$ cat config.mk
export PLATFORM = sky130hd
export DESIGN_NAME = processing_unit
export DESIGN_NICKNAME = d
export VERILOG_FILES = /design/src/rtl/cpu_pkg.sv /design/src/rtl/alu.sv /design/src/rtl/processing_unit.sv
export SDC_FILE = /design/constraint.sdc
export NUM_CORES = 1
export LEC_CHECK = 0
export CELL_PAD_IN_SITES_DETAIL_PLACEMENT = 0
export CELL_PAD_IN_SITES_GLOBAL_PLACEMENT = 2
export CORE_UTILIZATION = 30
export DETAILED_ROUTE_END_ITERATION = 8
export PLACE_DENSITY = 0.81
export RECOVER_POWER = 50
export SYNTH_ARGS = -nofsm -noshare
export SYNTH_HDL_FRONTEND = slang
export SYNTH_SLANG_ARGS = --single-unit
$ cat constraint.sdc
create_clock -name clk -period 3.4 [get_ports clk]
set_input_delay 0.51 -clock clk [delete_from_list [all_inputs] [get_ports clk]]
set_output_delay 0.51 -clock clk [all_outputs]
set_load 0.01 [all_outputs]
$ cat src/rtl/cpu_pkg.sv
// Shared constants for the 8-bit CPU: word sizes, opcodes, register indices
// and bus select codes used by both the control unit and the datapath.
package cpu_pkg;

    localparam int word_size     = 8;
    localparam int opcode_size   = 4;
    localparam int sel_bus1_size = 3;
    localparam int sel_bus2_size = 2;

    typedef enum logic [opcode_size-1:0] {
        NOP = 4'd0,
        ADD = 4'd1,
        SUB = 4'd2,
        AND = 4'd3,
        NOT = 4'd4,
        RD  = 4'd5,
        WR  = 4'd6,
        BR  = 4'd7,
        BRZ = 4'd8
    } opcode_t;

    localparam logic [1:0] r0 = 2'd0;
    localparam logic [1:0] r1 = 2'd1;
    localparam logic [1:0] r2 = 2'd2;
    localparam logic [1:0] r3 = 2'd3;

    // Codes 5-7 on bus_1 and 3 on bus_2 are unassigned and drive zero.
    typedef enum logic [sel_bus1_size-1:0] {
        SEL_R0 = 3'd0,
        SEL_R1 = 3'd1,
        SEL_R2 = 3'd2,
        SEL_R3 = 3'd3,
        SEL_PC = 3'd4
    } bus1_sel_t;

    typedef enum logic [sel_bus2_size-1:0] {
        SEL_ALU  = 2'd0,
        SEL_BUS1 = 2'd1,
        SEL_MEM  = 2'd2
    } bus2_sel_t;

endpackage

$ cat src/rtl/alu.sv
// Combinational 4-operation ALU: a comes from Y, b from bus_1.
module alu
    import cpu_pkg::*;
(
    input  logic [word_size-1:0]   a,
    input  logic [word_size-1:0]   b,
    input  logic [opcode_size-1:0] opcode,
    output logic [word_size-1:0]   alu_out
);

    always_comb begin
        alu_out = '0;
        case (opcode)
            ADD:     alu_out = a + b;
            SUB:     alu_out = b - a;   // operand order: bus_1 minus Y
            AND:     alu_out = a & b;
            NOT:     alu_out = ~b;
            default: alu_out = '0;
        endcase
    end

endmodule

$ cat src/rtl/processing_unit.sv
// CPU datapath: R0-R3, PC, IR, Y, Z and address register around two
// combinational buses and the ALU, driven by control-unit strobes.
module processing_unit
    import cpu_pkg::*;
(
    input  logic                     clk,
    input  logic                     rst,
    input  logic                     load_r0,
    input  logic                     load_r1,
    input  logic                     load_r2,
    input  logic                     load_r3,
    input  logic                     load_pc,
    input  logic                     inc_pc,
    input  logic                     load_ir,
    input  logic                     load_y,
    input  logic                     load_z,
    input  logic                     load_addr_reg,
    input  logic [sel_bus1_size-1:0] sel_bus_1_mux,
    input  logic [sel_bus2_size-1:0] sel_bus_2_mux,
    input  logic [word_size-1:0]     mem_word,
    output logic [word_size-1:0]     instruction,
    output logic                     zero,
    output logic [word_size-1:0]     address,
    output logic [word_size-1:0]     bus_1
);

    logic [word_size-1:0] r0_q, r1_q, r2_q, r3_q;
    logic [word_size-1:0] pc_q, ir_q, y_q, addr_q;
    logic                 z_q;
    logic [word_size-1:0] bus_2;
    logic [word_size-1:0] alu_out;

    always_comb begin
        bus_1 = '0;
        case (sel_bus_1_mux)
            SEL_R0:  bus_1 = r0_q;
            SEL_R1:  bus_1 = r1_q;
            SEL_R2:  bus_1 = r2_q;
            SEL_R3:  bus_1 = r3_q;
            SEL_PC:  bus_1 = pc_q;
            default: bus_1 = '0;
        endcase
    end

    always_comb begin
        bus_2 = '0;
        case (sel_bus_2_mux)
            SEL_ALU:  bus_2 = alu_out;
            SEL_BUS1: bus_2 = bus_1;
            SEL_MEM:  bus_2 = mem_word;
            default:  bus_2 = '0;
        endcase
    end

    // Opcode comes straight from IR, so an IR load changes the ALU op at once.
    alu u_alu (
        .a       (y_q),
        .b       (bus_1),
        .opcode  (ir_q[word_size-1 -: opcode_size]),
        .alu_out (alu_out)
    );

    always_ff @(posedge clk) begin
        if (rst) begin
            r0_q   <= '0;
            r1_q   <= '0;
            r2_q   <= '0;
            r3_q   <= '0;
            pc_q   <= '0;
            ir_q   <= '0;
            y_q    <= '0;
            addr_q <= '0;
            z_q    <= 1'b0;
        end else begin
            if (load_r0)       r0_q   <= bus_2;
            if (load_r1)       r1_q   <= bus_2;
            if (load_r2)       r2_q   <= bus_2;
            if (load_r3)       r3_q   <= bus_2;
            if (load_ir)       ir_q   <= bus_2;
            if (load_y)        y_q    <= bus_2;
            if (load_addr_reg) addr_q <= bus_2;
            if (load_z)        z_q    <= (alu_out == '0);
            // A jump target wins over sequential increment.
            if (load_pc)       pc_q   <= bus_2;
            else if (inc_pc)   pc_q   <= pc_q + 1'b1;
        end
    end

    assign instruction = ir_q;
    assign zero        = z_q;
    assign address     = addr_q;

endmodule
# Word-level counts from Yosys, hierarchy flattened

Index checks and enable logic that the tools add are counted.

Register bits after elaboration: 65
Bits of input ports: 25
Output and inout port bits: 25
Logic and storage cells: 33

$add $sub $neg: 3
Equality and inequality tests: 10
Muxes and demuxes: 5
Bitwise logic cells: 2
Reduce and logical (&&, ||, !) cells: 4

Operators by type and width:

| cell                                                                   | number |
|---|---|
| 8-bit case mux with 5 select lines                                     | 1 |
| 8-bit case mux with 4 select lines                                     | 1 |
| 8-bit case mux with 3 select lines                                     | 1 |
| 8-bit two-way mux                                                      | 2 |
| 8-bit by 1-bit adder with 8-bit output (second input constant)         | 1 |
| 8-bit adder                                                            | 1 |
| 8-bit bitwise AND                                                      | 1 |
| 4-bit by 2-bit equality test with 1-bit output (second input constant) | 2 |
| 8-bit zero test                                                        | 1 |
| 8-bit NOT                                                              | 1 |
| 8-bit subtractor                                                       | 1 |
| 3-bit by 2-bit equality test with 1-bit output (second input constant) | 2 |
| 4-bit by 1-bit equality test with 1-bit output (second input constant) | 1 |
| 4-bit by 3-bit equality test with 1-bit output (second input constant) | 1 |
| 3-bit by 1-bit equality test with 1-bit output (second input constant) | 1 |
| 3-bit equality test (second input constant)                            | 1 |
| 3-bit zero test                                                        | 1 |
| 2-bit by 1-bit equality test with 1-bit output (second input constant) | 1 |
| 2-bit equality test (second input constant)                            | 1 |
| 2-bit zero test                                                        | 1 |
| 2-bit nonzero test                                                     | 1 |

# Logic depth before layout (Yosys ltp)

Gate-level depths: netlist of run 1.

Depth after elaboration: 6
Gate-level depth with buffers: 15
Depth with buffers taken out: 13

# Cells and area by module

From an unflattened synthesis of run 1, not the netlist that was laid out.

Cells, all modules: 398
Area, all modules: 3,539.6 sq um

By module, submodules not included:

| module          | times used | cells each | area each (sq um) | sequential area each (sq um) |
|---|---|---|---|---|
| processing_unit | 1          | 316        | 2,924.1           | 1,301.2 |
| alu             | 1          | 82         | 615.6             | 0.0 |

# Least setup slack after synthesis of run 1

Ideal clock, no wire load.

Path kind: input-to-reg
Start point: input port sel_bus_1_mux[0]
End point: register addr_q[7] (netlist: address[7])
Setup time: 137 ps
Arrival time: 3,315 ps
Setup slack: -52 ps
Cell stages on the path: 14
Path buffers: 3
Path through: buf_6 buf_4 buf_2 nand3b_1 a21oi_1 a311oi_2 inv_1 ha_1 and3b_1 o21ai_0 nor4_4 or3_4 a41oi_4 a211oi_1

Cells in the longest elaborated chain, start to end: 5
Elaborated cells between the ends (all ways): 12

RTL lines:

| element                                                | RTL line              | RTL |
|---|---|---|
| start, declared                                        | processing_unit.sv:18 | `input logic [sel_bus1_size-1:0] sel_bus_1_mux,` |
| 3-bit equality test (tied with other cells)            | processing_unit.sv:35 | `case (sel_bus_1_mux)` |
| 8-bit case mux with 5 select lines (*)                 | processing_unit.sv:35 |  |
| net bus_1[1]                                           | processing_unit.sv:24 | `output logic [word_size-1:0] bus_1` |
| 8-bit subtractor / 8-bit adder (equally long branches) | alu.sv:15, alu.sv:14  |  |
| 8-bit case mux with 4 select lines (*)                 | alu.sv:13             | `case (opcode)` |
| 8-bit case mux with 3 select lines (*)                 | processing_unit.sv:47 | `case (sel_bus_2_mux)` |
| end signal, assigned                                   | processing_unit.sv:81 | `if (load_addr_reg) addr_q <= bus_2;` |
| end, declared                                          | processing_unit.sv:28 | `logic [word_size-1:0] pc_q, ir_q, y_q, addr_q;` |

The timed path passes the listed nets; every way through them passes the cells marked *.
A chain may end at the register's enable or synchronous reset.

# Worst setup path in the final report of run 1

Start point: input port sel_bus_1_mux[2]
End point: register r1_q[6]

Cells in the longest elaborated chain, start to end: 5
Elaborated cells between the ends (all ways): 12

RTL lines:

| element                                     | RTL line              | RTL |
|---|---|---|
| 3-bit equality test (tied with other cells) | processing_unit.sv:35 |  |
| 8-bit case mux with 5 select lines (*)      | processing_unit.sv:35 |  |
| 8-bit subtractor (tied with other cells)    | alu.sv:15             | `SUB: alu_out = b - a;` |
| 8-bit case mux with 4 select lines          | alu.sv:13             |  |
| 8-bit case mux with 3 select lines (*)      | processing_unit.sv:47 |  |
| end signal, assigned                        | processing_unit.sv:76 | `if (load_r1) r1_q <= bus_2;` |
| end, declared                               | processing_unit.sv:27 | `logic [word_size-1:0] r0_q, r1_q, r2_q, r3_q;` |

Mark *: on every way between the ends. The rest lies on a longest branch, timed or not.

==> results of run 1 <==
==> state kept, by name, summed over array words and instances, names as in the netlist <==
| name | flops |
|---|---|
| address | 8 |
| instruction | 8 |
| pc_q | 8 |
| r0_q | 8 |
| r1_q | 8 |
| r2_q | 8 |
| r3_q | 8 |
| y_q | 8 |
| zero | 1 |
==> cells by family after synthesis <==
logic type | count (synthesis)
XOR/XNOR | 16
buffers and inverters | 49
AO/OA/AOI/OAI | 128
multiplexers | 15
flip-flops | 65
AND/OR/NAND/NOR | 168
adder cells (fa/ha/maj) | 11
==> stage by stage <==
step	worst slack, ns	power, mW	hold WS, ns	cell area [sq um]	utilization
after global placement	-0.774	1.57	0.442	4840	0.396
after CTS	0.0682	2.62	0.454	5320	0.436
after floorplan	0.0689	1.27	0.457	3830	-
after detailed placement	-0.762	1.57	0.447	4840	0.396
final	0.142	2.63	0.448	5420	0.443
after global routing	-0.0233	2.76	0.480	5420	0.443
==> worst register-to-register path, cell delays in order, from the launching register on <==
cell	delay [ns]
dfxtp_1	0.41
nor4_1	0.39
a21oi_1	0.15
xnor2_1	0.36
ha_4	0.28
or4_4	0.51
o22ai_2	0.17
nor3_1	0.06
mux2i_1	0.13
buf_4	0.14
a21oi_4	0.05
buf_12	0.18
a211oi_1	0.21
==> final cells by class <==
type / instances / area share
clock buffer: 10 / 0.0423
multi-input combinational: 338 / 0.466
clock inverter: 6 / 0.0169
inverter: 10 / 0.00693
tap: 168 / 0.0388
sequential: 65 / 0.240
timing repair buffer: 114 / 0.189
==> power groups by stage <==
stage | Clock [mW] | Sequential [mW] | Combinational, mW
CTS | 1.01 | 0.866 | 0.749
global placement | 0 | 0.881 | 0.692
detailed placement | 0 | 0.881 | 0.693
floorplan | 0 | 0.873 | 0.400
global route | 1.04 | 0.873 | 0.845
finish | 0.986 | 0.867 | 0.779
==> worst paths after layout <==
path                          from      end  slack, ns
setup / recovery  sel_bus_1_mux[2]  r1_q[6]       0.14
setup reg to reg            y_q[3]  r1_q[6]       0.25
hold / removal                zero     zero       0.45
hold reg to reg               zero     zero       0.45
==> cells in the final DEF, fill, tap and decap left out, types with 4 or more instances in the layout <==
| master | instances |
|---|---|
| nor2_1 | 78 |
| dfxtp_1 | 65 |
| buf_4 | 54 |
| a211oi_1 | 51 |
| clkdlybuf4s50_1 | 29 |
| nand2_1 | 17 |
| dlygate4sd3_1 | 16 |
| nand3b_1 | 15 |
| a21oi_1 | 15 |
| xnor2_1 | 14 |
| nor3_1 | 11 |
| inv_1 | 10 |
| mux2i_1 | 10 |
| nand2b_1 | 9 |
| clkbuf_16 | 9 |
| a311oi_1 | 7 |
| a211oi_2 | 6 |
| ha_1 | 6 |
| buf_6 | 6 |
| o21ai_0 | 5 |
| nand3_1 | 5 |
| o21ai_1 | 4 |
==> timing repair <==
item / in CTS / in global routing
pin swaps: 6 / 10
endpoints found under the setup margin: 57 / 40
cloned: 1 / 0
setup buffers: 2 / 1
resized for setup: 29 / 20
==> routing by layer <==
| metal | vias up | routed length [um] |
|---|---|---|
| met3 | 15 | 806 |
| met5 | - | 0 |
| met4 | 0 | 178 |
| met2 | 109 | 6080 |
| li1 | 1841 | - |
| met1 | 1773 | 6160 |
==> impl_results.md, run 1 <==
- Status: complete, no violations
- Crit path capture type: flip-flop
- Highest cell delay on the worst timing path: 0.35 ns
- Fmax: 0.307 GHz
- Crit path max-delay cell type: fa_2
- Period minus WS final: 3.26 ns
- GRT Overall Usage: 0.209
- Top-level port count: 50
- Yosys reg bits: 65
- Comb pwr share: 0.296
- Hold buffers post-CTS: 0
- Rel. slew slack: 0.480
- FFs w/ async S/R, synth: 0
- Post-synth EDFFs: 0
- R2R cell count: 12
- DRT iter0 DRCs: 218
- Met2 usage: 0.325
- DR WL/cell: 18.6 um
- Hold Crit Class: reg -> reg
- CP cell instances: clkdlybuf4s15_1 -> buf_6 -> nand3b_1 -> a21oi_2 -> a311oi_2 -> ha_2 -> fa_2 -> buf_4 -> inv_1 -> a21o_1 -> a21oi_2 -> buf_4 -> nor4b_4 -> mux2i_1 -> buf_4 -> a21oi_4 -> buf_12 -> a211oi_1
- Via-to-Cell Ratio: 5.26
- Power Internal: 1.84 mW
- Die Width: 115 um
- FILL cells: 1245
- CTS tree: built
- Post-Synth XOR/XNOR Area: 0.0366
- Vias in the first global route: 3597
- Final slew viol count: 0
- Post-Syn Area: 0.00383 sq mm
- Ys flop type: dfxtp_1
- Most used cell, CP: buf_4
- Simple-gate share of the synthesized area: 0.234
- Top Usage Layer GRT: met2
- CP Data Required Time: 3.64 ns
- Largest cells by area after synthesis: dfxtp_1 34%, a211oi_1 11%, nor2_1 7.6%, mux2i_1 3.4%, ha_1 3.3%
- Grt ovf: 0
- CTS root buffer: clkbuf_16
- Gp weighted congestion: 0.931
- First-pass GRT wire length: 20400 um
- Crit Path Max Fanout: 8
- Clock transition at path regs: 0.05 ns
- Port buffer count: 49
- Leakage power: 2.06 nW
- Ant diodes: 0
- Final Hold Viols: 0
- Share of power burned in registers: 0.329
- Num CTS Buffers: 9
- Met3 Usage GRT: 0.0416
- Die H: 115 um
- Initial antenna violation count: 0
- Synth cell count leaders: 78 x nor2_1, 65 x dfxtp_1, 57 x a211oi_1
- PD cells: 486 mW/mm^2
- Die Outline Area: 0.0132 sq mm
- Core area: 0.0122 sq mm
- Fin Setup TNS: 0 ns
- Layout cell share with drive strength beyond 1: 0.239
- Most frequent cell after synthesis: nor2_1
- Clock power share: 0.374
- Placed Instances: 692
- Residual DRC: 0
- Post-synth top area share: 0.340
- Register area share after synthesis: 0.340
- Initial Util: 0.314
- Levels on crit path: 18
- Max rail drop VDD: 464 uV
- HPWL Detailed: 9370 um
- Finished Layout Cells: 711
- CTS Buffer Depth: 2
- Antenna Violating Nets Remaining: 0
- Fin nets: 574
- Met1 Track Usage GR: 0.294
- Crit path kind: in -> reg
- Drt pass-1 iters: 5
- Post-synthesis net count: 488
- Hold Crit Depth: 2
- Syn-to-layout area delta: 41.3%
- Fin crit share: 0.958
- Synth Area in Compound Gates: 0.255
- Sink Count: 65
- Main combinational cell family by area after synthesis: compound AO/OA/AOI/OAI gates
- Clock Skew: 0.00596 ns
- Switching power: 793 uW
- H-tree depth: 3
- Crit path buf inv count: 7
- Synth Area per Inst: 8.48 sq um
- Clk_lat worst skew: 0.33 ns
- # setup viols final: 0
- Worst path arrival time: 3.50 ns
- Cell family with most CP delay: buffers and inverters
- Seq. cell area: 0.00130 sq mm
- Max-Cap Viols: 0
- Synth Instances: 452
- Final WL: 13200 um
- Vias: 3738
- Netlist cell types: 70
- Setup crit start kind: primary input
- Switching portion of total power: 0.301
- Proportion of synthesized area in mux cells: 0.0398
- Area leader, netlist: dfxtp_1
- Row Count: 40
- Synth warn: 0
- Post-synthesis adder-cell area fraction: 0.0379
- Area of the multi-input gates: 0.00252 sq mm
- Slew @ Worst Pin: 0.777 ns
- Largest net degree at the start of global routing: 66
Note: power is estimated with default switching activity, not from simulation.
==> inputs of run 2 (changes only) <==
--- a/config.mk
+++ b/config.mk
@@ -8,8 +8,9 @@
 export CELL_PAD_IN_SITES_DETAIL_PLACEMENT = 0
 export CELL_PAD_IN_SITES_GLOBAL_PLACEMENT = 2
 export CORE_UTILIZATION = 30
+export CTS_CLUSTER_SIZE = 12
 export DETAILED_ROUTE_END_ITERATION = 8
-export PLACE_DENSITY = 0.81
+export PLACE_DENSITY_LB_ADDON = 0.08
 export RECOVER_POWER = 50
 export SYNTH_ARGS = -nofsm -noshare
 export SYNTH_HDL_FRONTEND = slang
==> impl_results.md, run 2 (synthesis results as in run 1) <==
- Port buffer count: 49
- Fmax: 0.303 GHz
- Setup slack after layout: 0.104 ns
- Design area: 0.00528 sq mm
- Slew @ Worst Pin: 0.996 ns
- Hold buffers post-CTS: 0
- Residual DRC: 0
- Clock transition at path regs: 0.06 ns
- GRT Overall Usage: 0.208
- Via-to-Cell Ratio: 5.06
- CP Data Required Time: 3.65 ns
- Largest net degree at the start of global routing: 40
- Sink Count: 65
- Die Outline Area: 0.0132 sq mm
- Final WL: 13200 um
- Final Hold Viols: 0
- Initial Util: 0.314
- Status: complete, no violations
- Vias in the first global route: 3473
- H-tree depth: 3
- Clk_lat worst skew: 0.33 ns
- DR WL/cell: 18.4 um
- Setup crit start kind: primary input
- Syn-to-layout area delta: 37.9%
- Top-level port count: 50
- Period minus WS final: 3.30 ns
- Fin nets: 579
- Grt ovf: 0
- Die Width: 115 um
- Fin Setup TNS: 0 ns
- Worst path arrival time: 3.54 ns
- Crit path kind: in -> reg
- PD cells: 483 mW/mm^2
- # setup viols final: 0
- Leakage power: 2.06 nW
- Fin crit share: 0.970
- Layout cell share with drive strength beyond 1: 0.217
- Hold Crit Depth: 2
- Antenna Violating Nets Remaining: 0
- Dpl cell area: 0.00488 sq mm
- Max-Cap Viols: 0
- Drt pass-1 iters: 4
- Clock Skew: 0.00998 ns
- Ant diodes: 0
- Final hold slack: 0.450 ns
- Rel. slew slack: 0.331
- Final Util: 0.433
- Max rail drop VDD: 297 uV
- Vias: 3624
- Core area: 0.0122 sq mm
- Gp weighted congestion: 0.891
- First-pass GRT wire length: 20100 um
- Row Count: 40
- Num CTS Buffers: 9
- DP Worst Slack: -0.612 ns
- Placed Instances: 696
- HPWL Detailed: 9630 um
- Crit Path Max Fanout: 8
- Most common cell after layout, fill and taps aside: nor2_1
- Finished Layout Cells: 716
- Initial antenna violation count: 0
- Crit path capture type: flip-flop
- Final slew viol count: 0
- CTS tree: built
- CTS root buffer: clkbuf_16
- DRT iter0 DRCs: 192
- Hold Crit Class: reg -> reg
- Die H: 115 um
- Design Power: 2.55 mW
- Commonest non-fill, non-tap cells in the layout: 77 x nor2_1, 65 x dfxtp_1, 58 x buf_4, 54 x a211oi_1, 24 x clkdlybuf4s50_1
- R2R cell count: 14
- CTS Buffer Depth: 2
run 2: layer usage:
| metal | wire, um | track usage | vias up | part of all wire |
|---|---|---|---|---|
| li1 | - | - | 1851 | - |
| met1 | 6490 | 0.297 | 1688 | 0.49 |
| met2 | 5950 | 0.322 | 79 | 0.45 |
| met3 | 633 | 0.0406 | 6 | 0.048 |
| met4 | 108 | 0.0494 | 0 | 0.0082 |
| met5 | 0 | 0 | - | 0 |
run 2: timing repair:
action / in CTS / in global routing
setup endpoints to repair: 41 / 22
gates cloned: 2 / 0
buffers inserted: 1 / 1
gates resized for setup: 20 / 9
pin swaps: 3 / 0
run 2: where the power goes:
| part | switching [mW] | internal [mW] | total [mW] |
|---|---|---|---|
| Sequential | 0.0469 | 0.819 | 0.866 |
| Combinational | 0.381 | 0.355 | 0.736 |
| Clock | 0.356 | 0.591 | 0.947 |
run 2: layout make-up:
cell class / instances / area, sq um
fillers: 1304 / 6930
multi-input cells: 338 / 2390
flip-flops and latches: 65 / 1300
repair buffers: 119 / 1040
clock buffers: 11 / 243
well taps: 168 / 210
clock inverters: 5 / 62.6
inverters: 10 / 37.5
run 2: critical path, stage by stage:
cell             delay [ns]
clkdlybuf4s15_1        0.23
buf_6                  0.16
nand3b_1               0.15
a21oi_1                0.20
a311oi_2               0.07
buf_4                  0.16
ha_2                   0.20
fa_2                   0.40
inv_1                  0.06
a21o_1                 0.13
a21oi_2                0.07
buf_4                  0.14
nor4b_4                0.30
mux2i_2                0.33
a21oi_4                0.16
a211oi_1               0.26
run 2: final timing paths:
kind	from	end	slack (ns)
min	zero	zero	0.45
min reg2reg	zero	zero	0.45
max reg2reg	y_q[1]	pc_q[7]	0.25
max	sel_bus_1_mux[2]	r2_q[6]	0.10
==> inputs of run 3 (changes only) <==
--- a/config.mk
+++ b/config.mk
@@ -5,9 +5,7 @@
 export SDC_FILE = /design/constraint.sdc
 export NUM_CORES = 1
 export LEC_CHECK = 0
-export CELL_PAD_IN_SITES_DETAIL_PLACEMENT = 0
-export CELL_PAD_IN_SITES_GLOBAL_PLACEMENT = 2
-export CORE_UTILIZATION = 30
+export CORE_UTILIZATION = 45
 export CTS_CLUSTER_SIZE = 12
 export DETAILED_ROUTE_END_ITERATION = 8
 export PLACE_DENSITY_LB_ADDON = 0.08
==> impl_results.md, run 3 (synthesis results as in run 1) <==
- Row Count: 33
- CTS Buffer Depth: 2
- CTS tree: built
- Vias in the first global route: 3464
- PD cells: 451 mW/mm^2
- Clock transition at path regs: 0.08 ns
- Placed Instances: 633
- # setup viols final: 0
- Leakage power: 2.01 nW
- Worst path arrival time: 3.40 ns
- Residual DRC: 0
- Initial antenna violation count: 0
- Crit path capture type: flip-flop
- Final Hold Viols: 0
- Finished Layout Cells: 651
- RSZ-0062 raised after global routing: no
- DRT iter0 DRCs: 238
- Most common cell after layout, fill and taps aside: nor2_1
- Crit path kind: in -> reg
- Hold Crit Class: reg -> reg
- Setup crit start kind: primary input
- H-tree depth: 3
- Sink Count: 65
- Antenna Violating Nets Remaining: 0
- Layout cell share with drive strength beyond 1: 0.225
- FILL cells: 754
- Largest net degree at the start of global routing: 66
- Top-level port count: 50
- Die H: 94.3 um
- Max rail drop VDD: 319 uV
- Rel. slew slack: 0.351
- Fin crit share: 0.943
- Final hold slack: 0.454 ns
- Max-Cap Viols: 0
- Seq. cell area: 0.00130 sq mm
- Die Width: 94.3 um
- Final WL: 12200 um
- Initial Util: 0.466
- Area of the multi-input gates: 0.00243 sq mm
- Final Util: 0.623
- Ant diodes: 0
- Slew @ Worst Pin: 0.973 ns
- Syn-to-layout area delta: 33.5%
- Port buffer count: 49
- Clk_lat worst skew: 0.35 ns
- CP Data Required Time: 3.59 ns
- Fin nets: 577
- Status: complete, no violations
- Final slew viol count: 0
- Drt pass-1 iters: 4
- Gp weighted congestion: 0.926
- Hold buffers post-CTS: 0
- Grt ovf: 0
- Fmax: 0.312 GHz
- Via-to-Cell Ratio: 5.74
- Num CTS Buffers: 9
- First-pass GRT wire length: 18900 um
- Commonest non-fill, non-tap cells in the layout: 77 x nor2_1, 65 x dfxtp_1, 59 x buf_4, 53 x a211oi_1, 24 x clkdlybuf4s50_1
- Clock Skew: 0.0127 ns
- Crit Path Max Fanout: 8
- HPWL Detailed: 8770 um
- CTS root buffer: clkbuf_8
- Period minus WS final: 3.21 ns
- Vias: 3736
- Core area: 0.00822 sq mm
- Die Outline Area: 0.00889 sq mm
- DR WL/cell: 18.7 um
- GRT Overall Usage: 0.285
[run 3: per-stage QoR]
| stage | cell area, sq um | total power [mW] | setup WS (ns) | setup TNS [ns] |
|---|---|---|---|---|
| after global placement | 4780 | 1.56 | -0.729 | -32.88 |
| after CTS | 5070 | 2.31 | 0.00803 | 0 |
| after global routing | 5110 | 2.42 | 0.0296 | 0 |
| final | 5110 | 2.31 | 0.192 | 0 |
| after detailed placement | 4780 | 1.57 | -0.729 | -36.09 |
| after floorplan | 3830 | 1.27 | 0.0689 | 0 |
[run 3: what timing repair did]
action	4_1_cts	5_1_grt
endpoints found under the setup margin	57	33
pin swaps	1	1
resized for setup	16	16
setup buffers	1	1
[run 3: report_power, final]
part / leakage [nW] / internal (mW) / switching (mW)
Clock: 0.101 / 0.368 / 0.336
Sequential: 0.537 / 0.818 / 0.0433
Combinational: 1.37 / 0.355 / 0.386
Total: 2.01 / 1.54 / 0.765
[run 3: critical path, stage by stage]
cell and delay, ns:
clkbuf_2 0.14, buf_4 0.16, mux2i_1 0.19, nor2_1 0.06, a311oi_1 0.46, inv_1 0.14
ha_1 0.31, and3b_1 0.19, o21ai_2 0.29, nor4_4 0.09, or3_4 0.36, a41oi_4 0.25
buf_12 0.16, a211oi_1 0.07
[run 3: area by class of cell]
cell class | count | share of cell area
Multi-Input combinational cell | 338 | 0.476
Tap cell | 105 | 0.0257
Clock inverter | 6 | 0.0144
Inverter | 10 | 0.00734
Timing Repair Buffer | 117 | 0.195
Clock buffer | 10 | 0.0269
Sequential cell | 65 | 0.254
[run 3: worst paths after layout]
kind                    start  endpoint  slack [ns]  cells after the start
min reg2reg              zero      zero        0.45                      2
max reg2reg            y_q[0]   r2_q[7]        0.23                     14
max          sel_bus_1_mux[0]   r2_q[7]        0.19                     14
min                      zero      zero        0.45                      2
[run 3: routing by layer]
metal,vias to the layer above,track usage,part of all wire
li1,1834,-,-
met1,1791,0.405,0.48
met2,101,0.459,0.46
met3,10,0.0364,0.046
met4,0,0.0577,0.0081
met5,-,0,0
